$ cat src/rtl/main_controller.sv
// Multicycle processor main control FSM.
// Walks each instruction through fetch, decode and execute states. Outputs are
// decoded from the current state, qualified by mem_ready and zero where needed.
//
//   state   | code | meaning
//   FETCH   |  0   | read instruction, PC+4; waits on mem_ready
//   DECODE  |  1   | register read, branch target precompute
//   MEMADR  |  2   | lw/sw effective address
//   MEMRD   |  3   | data read; waits on mem_ready
//   MEMWB   |  4   | load result to register file
//   MEMWR   |  5   | data write; waits on mem_ready
//   EXECUTE |  6   | R-type ALU operation
//   ALUWB   |  7   | R-type result to rd
//   BRANCH  |  8   | beq compare, PC update on zero
//   IEXEC   |  9   | I-type ALU operation
//   IWB     | 10   | I-type result to rt
//   JUMP    | 11   | PC <- jump target
module main_controller (
    input  logic       clk,
    input  logic       rst_n,
    input  logic [5:0] opcode,
    input  logic       zero,
    input  logic       mem_ready,
    output logic       pcen,
    output logic       irwrite,
    output logic       memwrite,
    output logic       regwrite,
    output logic       iord,
    output logic       alusrca,
    output logic       regdst,
    output logic       memtoreg,
    output logic [1:0] alusrcb,
    output logic [1:0] pcsrc,
    output logic [1:0] aluop,
    output logic       illegal_op,
    output logic [3:0] state
);

    typedef enum logic [3:0] {
        S_FETCH   = 4'd0,
        S_DECODE  = 4'd1,
        S_MEMADR  = 4'd2,
        S_MEMRD   = 4'd3,
        S_MEMWB   = 4'd4,
        S_MEMWR   = 4'd5,
        S_EXECUTE = 4'd6,
        S_ALUWB   = 4'd7,
        S_BRANCH  = 4'd8,
        S_IEXEC   = 4'd9,
        S_IWB     = 4'd10,
        S_JUMP    = 4'd11
    } state_t;

    localparam logic [5:0] OP_RTYPE = 6'b000000;
    localparam logic [5:0] OP_J     = 6'b000010;
    localparam logic [5:0] OP_BEQ   = 6'b000100;
    localparam logic [5:0] OP_ADDI  = 6'b001000;
    localparam logic [5:0] OP_SLTI  = 6'b001010;
    localparam logic [5:0] OP_ANDI  = 6'b001100;
    localparam logic [5:0] OP_ORI   = 6'b001101;
    localparam logic [5:0] OP_LW    = 6'b100011;
    localparam logic [5:0] OP_SW    = 6'b101011;

    state_t cur;
    logic   pcwrite;
    logic   branch;
    logic   legal;

    // State register and next-state selection; unused codes fall back to FETCH.
    always_ff @(posedge clk or negedge rst_n) begin
        if (!rst_n) begin
            cur <= S_FETCH;
        end else begin
            case (cur)
                S_FETCH:   if (mem_ready) cur <= S_DECODE;
                S_DECODE: begin
                    case (opcode)
                        OP_LW, OP_SW:                     cur <= S_MEMADR;
                        OP_RTYPE:                         cur <= S_EXECUTE;
                        OP_BEQ:                           cur <= S_BRANCH;
                        OP_ADDI, OP_ANDI, OP_ORI, OP_SLTI: cur <= S_IEXEC;
                        OP_J:                             cur <= S_JUMP;
                        default:                          cur <= S_FETCH;
                    endcase
                end
                S_MEMADR:  cur <= (opcode == OP_SW) ? S_MEMWR : S_MEMRD;
                S_MEMRD:   if (mem_ready) cur <= S_MEMWB;
                S_MEMWR:   if (mem_ready) cur <= S_FETCH;
                S_EXECUTE: cur <= S_ALUWB;
                S_IEXEC:   cur <= S_IWB;
                default:   cur <= S_FETCH;
            endcase
        end
    end

    // Opcode support check, used only to flag unsupported instructions in DECODE.
    always_comb begin
        legal = 1'b0;
        case (opcode)
            OP_LW, OP_SW, OP_RTYPE, OP_BEQ, OP_J,
            OP_ADDI, OP_ANDI, OP_ORI, OP_SLTI: legal = 1'b1;
            default:                          legal = 1'b0;
        endcase
    end

    // Moore output decode; strobes are gated by rst_n so nothing writes while in reset.
    always_comb begin
        pcwrite    = 1'b0;
        branch     = 1'b0;
        irwrite    = 1'b0;
        memwrite   = 1'b0;
        regwrite   = 1'b0;
        iord       = 1'b0;
        alusrca    = 1'b0;
        regdst     = 1'b0;
        memtoreg   = 1'b0;
        alusrcb    = 2'b00;
        pcsrc      = 2'b00;
        aluop      = 2'b00;
        illegal_op = 1'b0;
        case (cur)
            S_FETCH: begin
                alusrcb = 2'b01;
                irwrite = mem_ready & rst_n;
                pcwrite = mem_ready & rst_n;
            end
            S_DECODE: begin
                alusrcb    = 2'b11;
                illegal_op = ~legal & rst_n;
            end
            S_MEMADR: begin
                alusrca = 1'b1;
                alusrcb = 2'b10;
            end
            S_MEMRD:   iord = 1'b1;
            S_MEMWB: begin
                memtoreg = 1'b1;
                regwrite = rst_n;
            end
            S_MEMWR: begin
                iord     = 1'b1;
                memwrite = mem_ready & rst_n;
            end
            S_EXECUTE: begin
                alusrca = 1'b1;
                aluop   = 2'b11;
            end
            S_ALUWB: begin
                regdst   = 1'b1;
                regwrite = rst_n;
            end
            S_BRANCH: begin
                alusrca = 1'b1;
                aluop   = 2'b01;
                pcsrc   = 2'b01;
                branch  = rst_n;
            end
            S_IEXEC: begin
                alusrca = 1'b1;
                alusrcb = 2'b10;
                aluop   = 2'b10;
            end
            S_IWB:     regwrite = rst_n;
            S_JUMP: begin
                pcsrc   = 2'b10;
                pcwrite = rst_n;
            end
            default: begin
                alusrcb = 2'b01;
            end
        endcase
    end

    assign pcen  = pcwrite | (branch & zero);
    assign state = cur;

endmodule

$ cat config.mk
export PLATFORM = sky130hd
export DESIGN_NAME = main_controller
export DESIGN_NICKNAME = d
export VERILOG_FILES = /design/src/rtl/main_controller.sv
export SDC_FILE = /design/constraint.sdc
export NUM_CORES = 1
export LEC_CHECK = 0
export ABC_AREA = 1
export CAP_MARGIN = 20
export CELL_PAD_IN_SITES_DETAIL_PLACEMENT = 0
export CELL_PAD_IN_SITES_GLOBAL_PLACEMENT = 2
export CORE_MARGIN = 2
export CORE_UTILIZATION = 18
export CTS_CLUSTER_SIZE = 24
export DETAILED_ROUTE_END_ITERATION = 10
export GPL_TIMING_DRIVEN = 0
export PLACE_DENSITY = 0.92
export SLEW_MARGIN = 20
export SYNTH_ARGS = -nofsm -noshare
export SYNTH_HDL_FRONTEND = slang
export SYNTH_SLANG_ARGS = --single-unit
$ cat constraint.sdc
create_clock -name clk -period 2.8 [get_ports clk]
set_input_delay 0.56 -clock clk [delete_from_list [all_inputs] [get_ports clk]]
set_output_delay 0.56 -clock clk [all_outputs]
set_load 0.02 [all_outputs]
==> results.yml <==
outcome:
  status: "completed"
pwr:
  peakVddDrop_mv: 0.2491
  p_total_mw: 0.7238
  power.leakage_nw: 0.4724
  p_per_area_mw_per_mm2: 806.8
routing:
  wl_per_cell_um: 9.497
  drc: 0
  wl_um: 1586
  viasPerCell: 4.341
  detail-route-antenna-nets: 0
  vias: 725
  drtIter0Drc: 22
  first_pass_iters: 4
logic_synthesis:
  synth_top_family_by_area: "simple AND/OR/NAND/NOR gates"
  ys_warn_count: 0
  ys_top_cells_by_count: "nand2_1, nor2_1, inv_1, nand3_1, dfrtp_1"
  synth_most_common_cell: "nand2_1"
  synth.area.mux_share: 0
  synth_compound_area_frac: 0.08904
  synth_cell_types: 18
  synthArstFlopShare: 1.000
  syn_area_per_cell_um2: 5.321
  syn-cell-area_um2: 548.0
  synth_top_area_frac: 0.2192
  synth_nets: 113
  netlist_instances: 103
  synth_edf_count: 0
  synthSimpleGateAreaFrac: 0.5913
  yosys.area_share.xor_xnor: 0
  ys_seq_area_frac: 0.1826
  synth_top_cell_by_area: "nand2_1"
  synth-main-ff-cell: "dfrtp_1"
  synth.area.top_cells: "nand2_1, dfrtp_1, nor2_1, inv_1, nand3_1"
  synth_fa_ha_area_frac: 0
  ys_ff_latch: 4
cells_and_area:
  largest_reg_flops: 4
  syn_to_final_growth_pct: 63.70
  instances_no_fill: 167
  fin_area_um2: 897.1
  nNetsFinal: 146
  n_antenna_cell: 0
  drive_above_1_share: 0.1045
  final_core_util: 0.3013
sta:
  fin_tns_setup_ns: 0
  finalMaxSlewViolations: 0
  timing_hold_violations_final: 0
  post-route-min-period_ns: 2.563
  clock_skew_ns: 0.001233
  max_clock_freq_mhz: 390.2
  setup_viol: 0
  fin_ws_ns: 0.2371
  rsz0062_at_grt: "no"
  fin_crit_sh: 0.9153
  relSlewSlack: 0.7171
  whs_ns: 0.2412
  tightest_slew_ns: 0.4236
clock_tree:
  hold_buffers: 0
  post_cts_buffers: 0
  clkTransAtPathRegs_ns: 0.04
  cts_resized: 0
  htreeDepth: 1
  clockBufferDepth: 2
  clk_latency_ns: 0.24
  cts_made_buffers: 3
  cts_tree: "built"
  cts.sinks: 4
  cts_root_buf: "clkbuf_4"
global_routing:
  antenna_found_initial: 0
  grt_pass1_vias: 655
  track_usage: 0.09571
  grt_max_degree: 11
  grt_remaining_overflow: 0
  grt_first_pass_wirelength_um: 2649
worst_setup_path:
  critPathTopFamily: "buffers and inverters"
  cp_slowest_cell: "clkdlybuf4s50_1"
  critical_path.cell_chain: "inv_1 > nor2_1 > inv_1 > nor2_1 > nand2_1 > nand3_1 > clkdlybuf4s50_1"
  crit_fanout: 5
  endpoint_kind: "output pin"
  cp_data_required_time_ns: 2.24
  cp.arrival_ns: 2.00
  crit_type: "reg2out"
  cp_num_buf_inv: 3
  worst_path_largest_cell_delay_ns: 0.60
  cp-start-kind: "flop"
floorplan:
  core_area_mm2: 0.002978
  start_util: 0.1840
  die_area_mm2: 0.003502
  die_y_um: 59.18
  dieWidth_um: 59.18
  rows: 20
  io_pins: 29
placed_design:
  placedCellCount: 164
  place_area_um2: 869.6
  gp_congestion: 0.7768
  hpwl_um: 1350
  dp_worst_setup_slack_ns: 0.04795
  port_buffers: 28
worst_hold_path:
  hp-class: "in2async"
flow_run:
  cap_violations: 0
-- logic make-up (layout without fill, tap and decap cells) --
logic type      Yosys count  in the layout
simple gates             72             72
flops                     4              4
compound gates            7              7
buf+inv                  20             51
-- final cells by class --
type                            instances  area, um2
Inverter                               20      75.07
Timing Repair Buffer                   28      285.3
Fill cell                             338       2081
Sequential cell                         4      100.1
Tap cell                               33      41.29
Clock buffer                            3      22.52
Multi-Input combinational cell         79      372.9
-- power breakdown --
group | internal [mW] | switching [mW]
clock | 0.0481 | 0.0257
combinational | 0.221 | 0.307
sequential | 0.0782 | 0.0441
-- cell usage in the layout (no fill, tap or decap) --
cell              n
dfrtp_1           4
o21ai_0           2
nand2_2           3
nand3_1           8
nor2_2            1
nor3_1            1
nor3_2            1
o31ai_1           1
clkbuf_4          3
dlymetal6s2s_1    2
nor2_1           21
clkdlybuf4s50_1  26
inv_1            19
a31oi_1           1
nand2_1          32
a211oi_1          1
nor2_4            2
o21ai_2           2
nand4_1           2
nand3_2           1
inv_2             1
-- final timing paths --
| path | start | endpoint | slack, ns | cells after the start |
|---|---|---|---|---|
| worst max-delay path | state[3] | pcen | 0.24 | 7 |
| worst min-delay path | rst_n | state[1] | 0.24 | 1 |
| worst max register to register | state[3] | state[2] | 1.46 | 6 |
| worst min register to register | state[3] | state[3] | 0.73 | 3 |
| max in group asynchronous | rst_n | state[2] | 2.26 | 1 |
| min in group clk | state[3] | state[3] | 0.73 | 3 |
-- per-layer routing --
layer / part of all wire / vias to the layer above / track usage
li1: - / 387 / -
met1: 0.48 / 320 / 0.1270
met2: 0.46 / 18 / 0.1587
met3: 0.053 / 0 / 0.02183
met4: 0 / 0 / 0.01948
met5: 0 / - / 0
Power figures use the tool's default switching activity.
